<file path="config.mk">
export PLATFORM = sky130hd
export DESIGN_NAME = alu_op_sequencer
export DESIGN_NICKNAME = d
export VERILOG_FILES = /design/src/rtl/alu_op_sequencer.sv
export SDC_FILE = /design/constraint.sdc
export NUM_CORES = 1
export LEC_CHECK = 0
export CAP_MARGIN = 15
export CORE_AREA = 2 2 97 99
export DETAILED_ROUTE_END_ITERATION = 10
export DIE_AREA = 0 0 99 101
export GPL_ROUTABILITY_DRIVEN = 1
export GPL_TIMING_DRIVEN = 0
export PLACE_DENSITY = 0.81
export SKIP_LAST_GASP = 1
export SLEW_MARGIN = 30
export SYNTH_ARGS = -nofsm -noshare
export SYNTH_HDL_FRONTEND = slang
export SYNTH_SLANG_ARGS = --single-unit
</file>
<file path="constraint.sdc">
create_clock -name clk -period 2 [get_ports clk]
set_input_delay 0.3 -clock clk [delete_from_list [all_inputs] [get_ports clk]]
set_output_delay 0.3 -clock clk [all_outputs]
set_load 0.05 [all_outputs]
</file>
<file path="src/rtl/alu_op_sequencer.sv">
// Requester-side sequencer for a combinational ALU: valid/ready request in, captured result/flags out.
// Define ALU_SEQ_MUL_EN to build the iterated-add unsigned multiply; otherwise MUL requests return rsp_err.
module alu_op_sequencer #(
  parameter int SIZE      = 32,
  parameter int ALUC_SIZE = 3
) (
  input  logic                 clk,
  input  logic                 rst,
  input  logic                 req_valid,
  output logic                 req_ready,
  input  logic [3:0]           req_op,
  input  logic [SIZE-1:0]      req_a,
  input  logic [SIZE-1:0]      req_b,
  output logic [ALUC_SIZE-1:0] alu_control,
  output logic [SIZE-1:0]      operand0,
  output logic [SIZE-1:0]      operand1,
  input  logic [SIZE-1:0]      alu_result,
  input  logic                 alu_c,
  input  logic                 alu_s,
  input  logic                 alu_v,
  input  logic                 alu_z,
  output logic                 rsp_valid,
  input  logic                 rsp_ready,
  output logic [SIZE-1:0]      rsp_result,
  output logic [3:0]           rsp_flags,
  output logic                 rsp_err,
  output logic                 busy
);

  localparam logic [ALUC_SIZE-1:0] ALU_QUIET = '1;

  typedef enum logic [1:0] {IDLE, ISSUE, MUL, RESP} state_t;

  state_t state;
  logic   err_pending;

`ifdef ALU_SEQ_MUL_EN
  localparam int                 CNT_W    = $clog2(SIZE);
  localparam logic [CNT_W-1:0]   CNT_LAST = CNT_W'(SIZE - 1);
  localparam logic [ALUC_SIZE-1:0] ALU_ADD = '0;

  logic [SIZE-1:0]  mplier;
  logic [CNT_W-1:0] cnt;
  logic [SIZE-1:0]  acc_next;

  // operand0 doubles as the accumulator and operand1 as the shifting multiplicand
  always_comb acc_next = mplier[0] ? alu_result : operand0;
`endif

  assign req_ready = (state == IDLE) && !rst;
  assign busy      = (state != IDLE);

  always_ff @(posedge clk) begin
    if (rst) begin
      state       <= IDLE;
      err_pending <= 1'b0;
      alu_control <= ALU_QUIET;
      operand0    <= '0;
      operand1    <= '0;
      rsp_valid   <= 1'b0;
      rsp_result  <= '0;
      rsp_flags   <= '0;
      rsp_err     <= 1'b0;
`ifdef ALU_SEQ_MUL_EN
      mplier      <= '0;
      cnt         <= '0;
`endif
    end else begin
      case (state)
        IDLE: begin
          if (req_valid) begin
            if (req_op[3]) begin
`ifdef ALU_SEQ_MUL_EN
              state       <= MUL;
              err_pending <= 1'b0;
              alu_control <= ALU_ADD;
              operand0    <= '0;
              operand1    <= req_a;
              mplier      <= req_b;
              cnt         <= '0;
`else
              state       <= ISSUE;
              err_pending <= 1'b1;
`endif
            end else begin
              state       <= ISSUE;
              err_pending <= 1'b0;
              alu_control <= ALUC_SIZE'(req_op[2:0]);
              operand0    <= req_a;
              operand1    <= req_b;
            end
          end
        end

        ISSUE: begin
          rsp_result  <= err_pending ? '0 : alu_result;
          rsp_flags   <= err_pending ? 4'b0000 : {alu_c, alu_s, alu_v, alu_z};
          rsp_err     <= err_pending;
          alu_control <= ALU_QUIET;
          operand0    <= '0;
          operand1    <= '0;
          state       <= RESP;
        end

`ifdef ALU_SEQ_MUL_EN
        MUL: begin
          operand0 <= acc_next;
          operand1 <= operand1 << 1;
          mplier   <= mplier >> 1;
          cnt      <= cnt + 1'b1;
          // Always SIZE iterations, even once the multiplier has run out of ones
          if (cnt == CNT_LAST) begin
            rsp_result  <= acc_next;
            rsp_flags   <= {3'b000, acc_next == '0};
            rsp_err     <= 1'b0;
            alu_control <= ALU_QUIET;
            operand0    <= '0;
            operand1    <= '0;
            state       <= RESP;
          end
        end
`endif

        RESP: begin
          // rsp_valid rises one cycle after entry so the response is never raised with captures in flight
          if (!rsp_valid) begin
            rsp_valid <= 1'b1;
          end else if (rsp_ready) begin
            rsp_valid <= 1'b0;
            state     <= IDLE;
          end
        end

        default: state <= IDLE;
      endcase
    end
  end

endmodule
</file>
==> metrics, run 1 <==
Filler cells=695; Worst slew margin=57.83%; WHS=478.6 ps; placed cells=589; Final GP Congestion=0.7462; Row Count=35; crit path max fanout=4; net count after synthesis=372; Worst-path clk slew=90 ps; sequential area share after synthesis=62.79%; Die Ht=101 um; sequential fraction of design power=48.8%; worst path cell trace=clkdlybuf4s50_1; Setup crit end kind=primary output; Post-Layout Cell Count=604; Hold Path Depth=2; Clock Path Buffers=2; clock latency on the worst-skew pair=350 ps; largest net degree at the start of global routing=17; CP max stage cell=clkdlybuf4s50_1; vias per cell=4.982; initial antenna violation count=0; Area Overhead vs Synth=71.91%; time the worst path needs with I/O delays and setup=1889 ps; GRT Util Overall=18.32%; TritonRoute pass-1 iters=4; crit path launch type=flop; min-delay src=alu_control[1]$_SDFFE_PP1P_; Synth cell types=26; crit path kind=reg2out; Pwr Total=4.747 mW; Die Area=0.009999 mm2; syn avg cell area=13.04 um2; cells after synthesis=264; total grt overflow=0; Critical Path Stages=1; share of flip-flops with an asynchronous set or reset=0%; slowest stage delay, CP=850 ps; register bit total from synthesis=108; Multi-input gate area=0.001065 mm2; DRC Markers=0; Hold Path End=alu_control[1]$_SDFFE_PP1P_; H-tree levels=3; Sw Pwr=1.366 mW; fin nets=597; DRT iter0 DRCs=58; capturing point of the worst reg2reg path=rsp_result[3]$_SDFFE_PP0N_; root buffer cell=clkbuf_8; Final Util=65.94%; FF-to-FF path depth=5; Fmax=529.4 MHz; vias in the first global route=3,109; final setup violation count=0; sw frac=28.77%; Synth Flop Type=dfxtp_1; Worst Max-Slew Pin Slew=627.8 ps; Hold Path Class=reg2reg; dpl ws=-171.8 ps; fin. max-slew vios=0; final worst setup slack=111.2 ps; chip width=99 um; IO Port Bufs=214; maxcap violations=0; combinational power share=22.9%; leakage power=2.331 nW; Post-CTS Hold Fix Bufs=0; Post-synth EDFFs=0; Peak VDD IR=0.3630 mV; outcome=finished, final reports clean; TritonCTS Sinks=108; CTS tree=yes; first-pass GRT wire length=14,920 um; fin crit share=94.44%; RSZ-0062 raised after global routing=false; r2r setup slk=480 ps; WP buf/inv=1; Total Neg Setup Slack=0 ps; Top Ports=215; worst r2r src=state[0]$_SDFFE_PP0P_; Design Area, Final=0.005919 mm2; CTS buffer count=9; Area after DPL=0.005724 mm2; Core ar.=0.008977 mm2; Clock power frac=28.3%; Synthesis Warnings=0; routed len/inst=16.20 um; Pint=3.381 mW; Cell Area, Synth=0.003443 mm2; delay-heaviest family, CP=buffers and inverters; Critical Path AT=1590 ps; power per cell area=801.9 mW/mm2; drt total wl=9787 um; FF+latch area=0.002162 mm2; final setup skew=8.639 ps; layout cells sized above 1=8.722%; antenna fix cells=0; DRT antenna net count=0; initial core utilization=38.36%; dpl hpwl=7428 um; CP required=1700 ps; endpoints failing hold=0; Vias=3,009
[worst max-delay path by stage]
stage,startpoint,end
2_1_floorplan,state[1]$_SDFFE_PP0P_,req_ready
3_3_place_gp,rst,req_ready
3_5_place_dp,rst,req_ready
4_1_cts,state[1]$_SDFFE_PP0P_,req_ready
5_1_grt,rsp_valid$_SDFFE_PP0N_,rsp_valid
6_report,rsp_valid$_SDFFE_PP0N_,rsp_valid
[state kept, by name, indices dropped and copies added, names as in the netlist]
signal	cells
rsp_flags	4
operand1	32
rsp_result	32
state	2
operand0	32
alu_control	3
rsp_valid	1
rsp_err	1
err_pending	1
[cell usage in the layout (no fill, tap or decap)]
master / instances
o22ai_2: 1
clkbuf_8: 11
inv_2: 1
nor2_1: 4
a22oi_1: 3
nor2b_1: 1
or2_1: 1
nand3_1: 1
nor4_4: 1
nor3_1: 2
buf_2: 9
a21oi_2: 1
o21ai_0: 1
inv_1: 6
dlygate4sd2_1: 1
a22o_1: 100
nand2_1: 2
clkbuf_2: 1
a21oi_1: 2
inv_4: 1
buf_4: 3
mux2i_1: 1
nor3b_1: 1
a311oi_1: 1
bufinv_16: 1
clkinv_4: 1
clkinvlp_4: 1
dfxtp_1: 108
clkdlybuf4s50_1: 212
a2bb2oi_1: 1
clkbuf_1: 2
nor4b_4: 1
buf_6: 10
[worst reg2reg max path, delay by kind of cell, from the launching register on]
kind	cells	cell delay (ps)
DFF	1	350
and+or+nand+nor	1	540
buffers and inverters	3	440
AOI/OAI and AO/OA	1	130
[Yosys cell counts, types with 2 or more instances]
library cell	instances	area [um2]
buf_6	10	112.6
nand2_1	2	7.510
dfxtp_1	108	2162
nor2_1	4	15.01
buf_4	3	22.52
nor3_1	2	10.01
a21oi_1	2	10.01
a22o_1	100	875.8
inv_1	6	22.52
a22oi_1	3	22.52
buf_2	9	45.04
[kinds of logic (layout without fill, tap and decap cells)]
kind of cell | count (synthesis) | count (layout) | share of synthesized area [%]
AO/OA/AOI/OAI | 110 | 110 | 27.65
flip-flops | 108 | 108 | 62.79
buffers and inverters | 31 | 260 | 6.286
AND/OR/NAND/NOR | 14 | 14 | 2.980
multiplexers | 1 | 1 | 0.2907
[metal layers]
layer | GRT usage (%) | wire length [um]
met3 | 4.993 | 643
met4 | 6.217 | 160
met2 | 30.82 | 4837
met1 | 22.75 | 4145
met5 | 0 | 0
[final cells by class]
class                           instances  share of cell area [%]
Buffer                                 23                   3.107
Clock buffer                           12                   2.621
Clock inverter                          3                  0.7821
Inverter                                8                  0.5496
Multi-Input combinational cell        125                   17.99
Sequential cell                       108                   36.52
Tap cell                              111                   2.346
Timing Repair Buffer                  214                   36.08
[timing repair]
item,CTS,global route
setup buffers,0,0
endpoints found under the setup margin,2,1
resized for setup,2,2
[power by group through the flow]
stage	registers (mW)	logic, mW	clock network [mW]
floorplan	2.73	0.245	0
global placement	2.36	1.08	0
detailed placement	2.37	1.09	0
CTS	2.32	1.10	1.38
global route	2.33	1.14	1.44
finish	2.32	1.09	1.34
Power figures use the tool's default switching activity.
==> run 2: changes to the inputs <==
- CAP_MARGIN: 15 -> not set
==> results of run 2 <==
No change in the layout: final DEF, timing and power equal those of run 1.
